--- src/rtl/pcm_sample_fifo.sv ---
// PCM sample FIFO: circular buffer between the CIC decimator and bus reader.
// Define PCM_FIFO_DCBLOCK_EN to insert a DC-blocking high-pass ahead of it.
module pcm_sample_fifo #(
   parameter int DEPTH = 16,
   parameter int LW    = 5
) (
   input  logic                clk,
   input  logic                rst,
   input  logic signed [15:0]  pcm_in,
   input  logic                pcm_in_valid,
   input  logic                rd_en,
   output logic signed [15:0]  rd_data,
   output logic                empty,
   output logic                full,
   output logic [LW-1:0]       level,
   input  logic [LW-1:0]       threshold,
   output logic                irq,
   output logic                overflow,
   input  logic                clr_overflow
);

   localparam int AW = $clog2(DEPTH);

   logic signed [15:0] mem_q [DEPTH];
   logic [AW-1:0]      wr_ptr_q, wr_ptr_d;
   logic [AW-1:0]      rd_ptr_q, rd_ptr_d;
   logic [LW-1:0]      level_q, level_d;
   logic               empty_q, empty_d;
   logic               full_q, full_d;
   logic               ovf_q, ovf_d;
   logic               wr_stb;
   logic signed [15:0] wr_data;
   logic               push, pop;

`ifdef PCM_FIFO_DCBLOCK_EN
   logic signed [21:0] x_prev_q;
   logic signed [21:0] y_q;
   logic               stb_q;
   logic signed [21:0] x_ext;
   logic signed [21:0] y_d;

   assign x_ext = {{6{pcm_in[15]}}, pcm_in};
   assign y_d   = x_ext - x_prev_q + y_q - (y_q >>> 5);

   always_ff @(posedge clk) begin
      if (rst) begin
         x_prev_q <= '0;
         y_q      <= '0;
         stb_q    <= 1'b0;
      end else begin
         stb_q <= pcm_in_valid;
         if (pcm_in_valid) begin
            x_prev_q <= x_ext;
            y_q      <= y_d;
         end
      end
   end

   // State keeps full precision; only the stored sample is clamped.
   always_comb begin
      wr_data = y_q[15:0];
      if (y_q > 22'sd32767) begin
         wr_data = 16'sh7fff;
      end else if (y_q < -22'sd32768) begin
         wr_data = 16'sh8000;
      end
   end

   assign wr_stb = stb_q;
`else
   assign wr_stb  = pcm_in_valid;
   assign wr_data = pcm_in;
`endif

   // A full FIFO still accepts a push when the head leaves the same edge.
   assign pop  = rd_en & ~empty_q;
   assign push = wr_stb & (~full_q | rd_en);

   always_comb begin
      wr_ptr_d = wr_ptr_q;
      rd_ptr_d = rd_ptr_q;
      level_d  = level_q;
      ovf_d    = ovf_q;
      if (push) begin
         wr_ptr_d = wr_ptr_q + AW'(1);
      end
      if (pop) begin
         rd_ptr_d = rd_ptr_q + AW'(1);
      end
      unique case ({push, pop})
         2'b10:   level_d = level_q + LW'(1);
         2'b01:   level_d = level_q - LW'(1);
         default: level_d = level_q;
      endcase
      empty_d = (level_d == '0);
      full_d  = (level_d == LW'(DEPTH));
      if (wr_stb && full_q && !rd_en) begin
         ovf_d = 1'b1;
      end else if (clr_overflow) begin
         ovf_d = 1'b0;
      end
   end

   always_ff @(posedge clk) begin
      if (rst) begin
         wr_ptr_q <= '0;
         rd_ptr_q <= '0;
         level_q  <= '0;
         empty_q  <= 1'b1;
         full_q   <= 1'b0;
         ovf_q    <= 1'b0;
      end else begin
         wr_ptr_q <= wr_ptr_d;
         rd_ptr_q <= rd_ptr_d;
         level_q  <= level_d;
         empty_q  <= empty_d;
         full_q   <= full_d;
         ovf_q    <= ovf_d;
      end
   end

   always_ff @(posedge clk) begin
      if (!rst && push) begin
         mem_q[wr_ptr_q] <= wr_data;
      end
   end

   assign rd_data  = mem_q[rd_ptr_q];
   assign empty    = empty_q;
   assign full     = full_q;
   assign level    = level_q;
   assign overflow = ovf_q;
   assign irq      = (threshold != '0) && (level_q >= threshold);

endmodule

--- config.mk ---
export PLATFORM = sky130hd
export DESIGN_NAME = pcm_sample_fifo
export DESIGN_NICKNAME = d
export VERILOG_FILES = /design/src/rtl/pcm_sample_fifo.sv
export SDC_FILE = /design/constraint.sdc
export NUM_CORES = 1
export LEC_CHECK = 0
export ABC_CLOCK_PERIOD_IN_PS = 2600
export BUFFER_PORTS_ARGS = -buffer_cell sky130_fd_sc_hd__buf_4
export CORE_MARGIN = 1.5
export CORE_UTILIZATION = 35
export CTS_CLUSTER_DIAMETER = 50
export DETAILED_ROUTE_END_ITERATION = 10
export PLACE_DENSITY = 0.51
export SYNTH_ARGS = -nofsm -noshare
export SYNTH_HDL_FRONTEND = slang
export SYNTH_SLANG_ARGS = --single-unit
--- constraint.sdc ---
create_clock -name clk -period 2.6 [get_ports clk]
set_input_delay 0.26 -clock clk [delete_from_list [all_inputs] [get_ports clk]]
set_output_delay 0.26 -clock clk [all_outputs]
set_load 0.01 [all_outputs]
==> reports/metrics.csv <==
metric;value;unit
CTS sink count;276;
pwr/cell area;849;nW/um2
DIE HEIGHT;180;um
number of global-route vias before repair;5620;
Post-Route Hold Slack;0.0297;ns
Synth top area share;70.1;%
CP max FO;8;
CTS H-tree depth;2;
CTS tree;yes;
die area;32400;um2
CTS buffer count;35;
PortBufs;50;
Inst Count DP;952;
maxcap violations;0;
synth top area cells;edfxtp_1 (70%), mux4_2 (9.0%), mux4_1 (8.6%), dfxtp_1 (3.7%), ha_1 (1.5%);
# rows;64;
fin nets;645;
final RePlAce weighted congestion;0.709;
power consumption;11.3;mW
maximum clock insertion buffer count;3;
Synth Warn #;0;
CP Data Required Time;2.34;ns
area growth from synthesis to layout;21.8;%
Crit path largest cell delay;0.49;ns
setup TNS;-0.670;ns
initial antenna violation count;1;
WP depth;6;
crit-path most repeated cell;buf_12;
DRT iter0 DRCs;383;
Vias/cell;5.15;
register area share after synthesis;73.8;%
final hold violations;0;
Worst-Margin Slew;0.587;ns
pin count of the biggest net entering global routing;49;
die width;180;um
Post-DRT Antenna Nets;0;
Filler cells;2634;
crit path time final;2.70;ns
drc violations;0;
VDD IR max;0.505;mV
Slew Limit Fails;0;
starting density of the core;35.7;%
Total Routing Usage GR;15.0;%
hold buffers post-CTS;0;
CP top delay family;multiplexers;
Finished Layout Cells;1024;
largest area contributor in the netlist;edfxtp_1;
number of top-level pins;51;
FF+latch area;8090;um2
GRT Residual Overflow;0;
FMAX;371;MHz
share of cells above drive strength 1;34.7;%
root buf cell;clkbuf_16;
WL final;24100;um
via count;5276;
Crit-path slowest cell;mux4_2;
status;finished, violations left;
Hold Crit Class;primary input to register;
Post-Syn Instances;494;
multi-input logic area;2600;um2
CP Data Arrival Time;2.44;ns
Clk Latency, worst-skew pair;0.51;ns
placed cell area;12000;um2
#FFs+latches synth;276;
post-route clock period utilization;104;%
commonest non-fill, non-tap cell in the layout;edfxtp_1;
Setup crit start kind;register;
Reg clk slew, reported paths;0.06;ns
Critical Path End Type;output pin;
CP Class;register to output pin;
final setup margin;-0.0986;ns
failing checks;negative setup slack;
clk_skew;0.0141;ns
Setup-failing EPs final;14;
mapped cell area;11000;um2
Detail Placement HPWL;13300;um
RSZ-0062 raised after global routing;true;
crit-path cells;buf_12 -> buf_12 -> buf_12 -> mux4_2 -> mux4_2 -> buf_6;
core area;30700;um2
CP bufs+invs;4;
final instance area;13400;um2
Slew HR;60.3;%
Mapped Avg Cell Area;22.2;um2
first-pass GRT wire length;36000;um
syn_nets;533;
commonest cells after routing, fill and taps aside;edfxtp_1 (256), buf_4 (73), mux4_2 (65);
hold path depth;3;
DR WL/cell;23.5;um
reg2reg path depth;10;
leakage;4.43;nW
ant diodes;0;
Synth cell types;42;
DR pass1 iterations;4;
[flip-flops by register name (all words and copies together) (netlist names), named ones only]
signal,cells
empty,1
wr_ptr_q,4
full,1
rd_ptr_q,4
overflow,1
mem_q,256
level,5
[path summary, 6_finish.rpt]
kind	end	slack, ns	from
setup / recovery	rd_data[8]	-0.1	register
hold / removal	overflow$_SDFFE_PP0P_	0.03	clr_overflow
setup reg to reg	full$_SDFF_PP0_	0.34	full$_SDFF_PP0_
hold reg to reg	overflow$_SDFFE_PP0P_	0.48	overflow$_SDFFE_PP0P_
[cell families after synthesis]
logic type	after synthesis	synth area share [%]
xor gates and xnor gates	10	0.799
adders and majority gates	13	1.48
and+or+nand+nor	58	3.04
buffers and inverters	34	1.78
DFF	276	73.8
muxes	83	17.9
AOI/OAI and AO/OA	20	1.16
[worst reg2reg max path, delay by kind of cell (launching register included)]
kind / cells / cell delay, ns
XOR/XNOR: 2 / 0.41
AO/OA/AOI/OAI: 2 / 0.35
adder cells (fa/ha/maj): 2 / 0.46
flip-flops: 1 / 0.33
AND/OR/NAND/NOR: 4 / 0.61
[report_power, final]
part	switching, mW	total (mW)	internal, mW
clock network	1.78	4.78	3.00
registers	0.0767	5.01	4.93
logic	0.642	1.56	0.913
[Yosys cell counts]
library cell,count
and2_1,13
nor4_1,1
edfxtp_1,256
and3b_1,1
nor2_1,14
a211o_1,1
o21a_1,1
and3_1,4
o21ai_0,4
xor2_1,6
or4_1,1
mux4_2,44
nor3_1,1
nor4bb_1,1
nand3b_1,2
o221ai_1,1
ha_1,13
buf_1,6
nand3_1,4
buf_12,1
nand4_1,1
mux4_1,36
o22ai_1,1
inv_1,10
nor2b_1,3
dfxtp_1,20
a211oi_2,1
clkbuf_1,9
buf_8,1
o31ai_1,1
or3_1,2
xnor2_1,4
a31o_2,1
buf_6,5
mux2i_1,3
a21boi_0,1
nand2b_1,3
nor4b_1,2
a21oi_1,8
and4bb_1,1
buf_2,2
nand2_1,4
[what timing repair did]
item / in CTS / in global routing
gates resized for setup: 23 / 18
endpoints found under the setup margin: 16 / 16
cloned: 1 / 2
buffers inserted: 10 / 1
[layout make-up]
| type | count | share of cell area [%] |
|---|---|---|
| clock inverter | 17 | 1.57 |
| tap | 396 | 3.71 |
| multi-input combinational | 184 | 19.5 |
| clock buffer | 42 | 7.08 |
| timing repair buffer | 99 | 7.28 |
| inverter | 10 | 0.281 |
| sequential | 276 | 60.6 |
[metal layers]
metal | vias up | wire length, um | global-route usage (%) | share of wire, %
li1 | 2293 | - | - | -
met1 | 2830 | 10500 | 19.8 | 44
met2 | 112 | 12200 | 25.5 | 51
met3 | 39 | 913 | 2.94 | 3.8
met4 | 2 | 436 | 3.83 | 1.8
met5 | - | 13 | 0 | 0.054
[through the flow]
step,utilization (%),setup WS (ns)
after floorplan,-,0.259
after global placement,39.1,0.336
after detailed placement,39.1,0.288
after CTS,43.5,-0.140
after global routing,43.5,-0.153
final,43.5,-0.0986
Note: power is estimated with default switching activity, not from simulation.
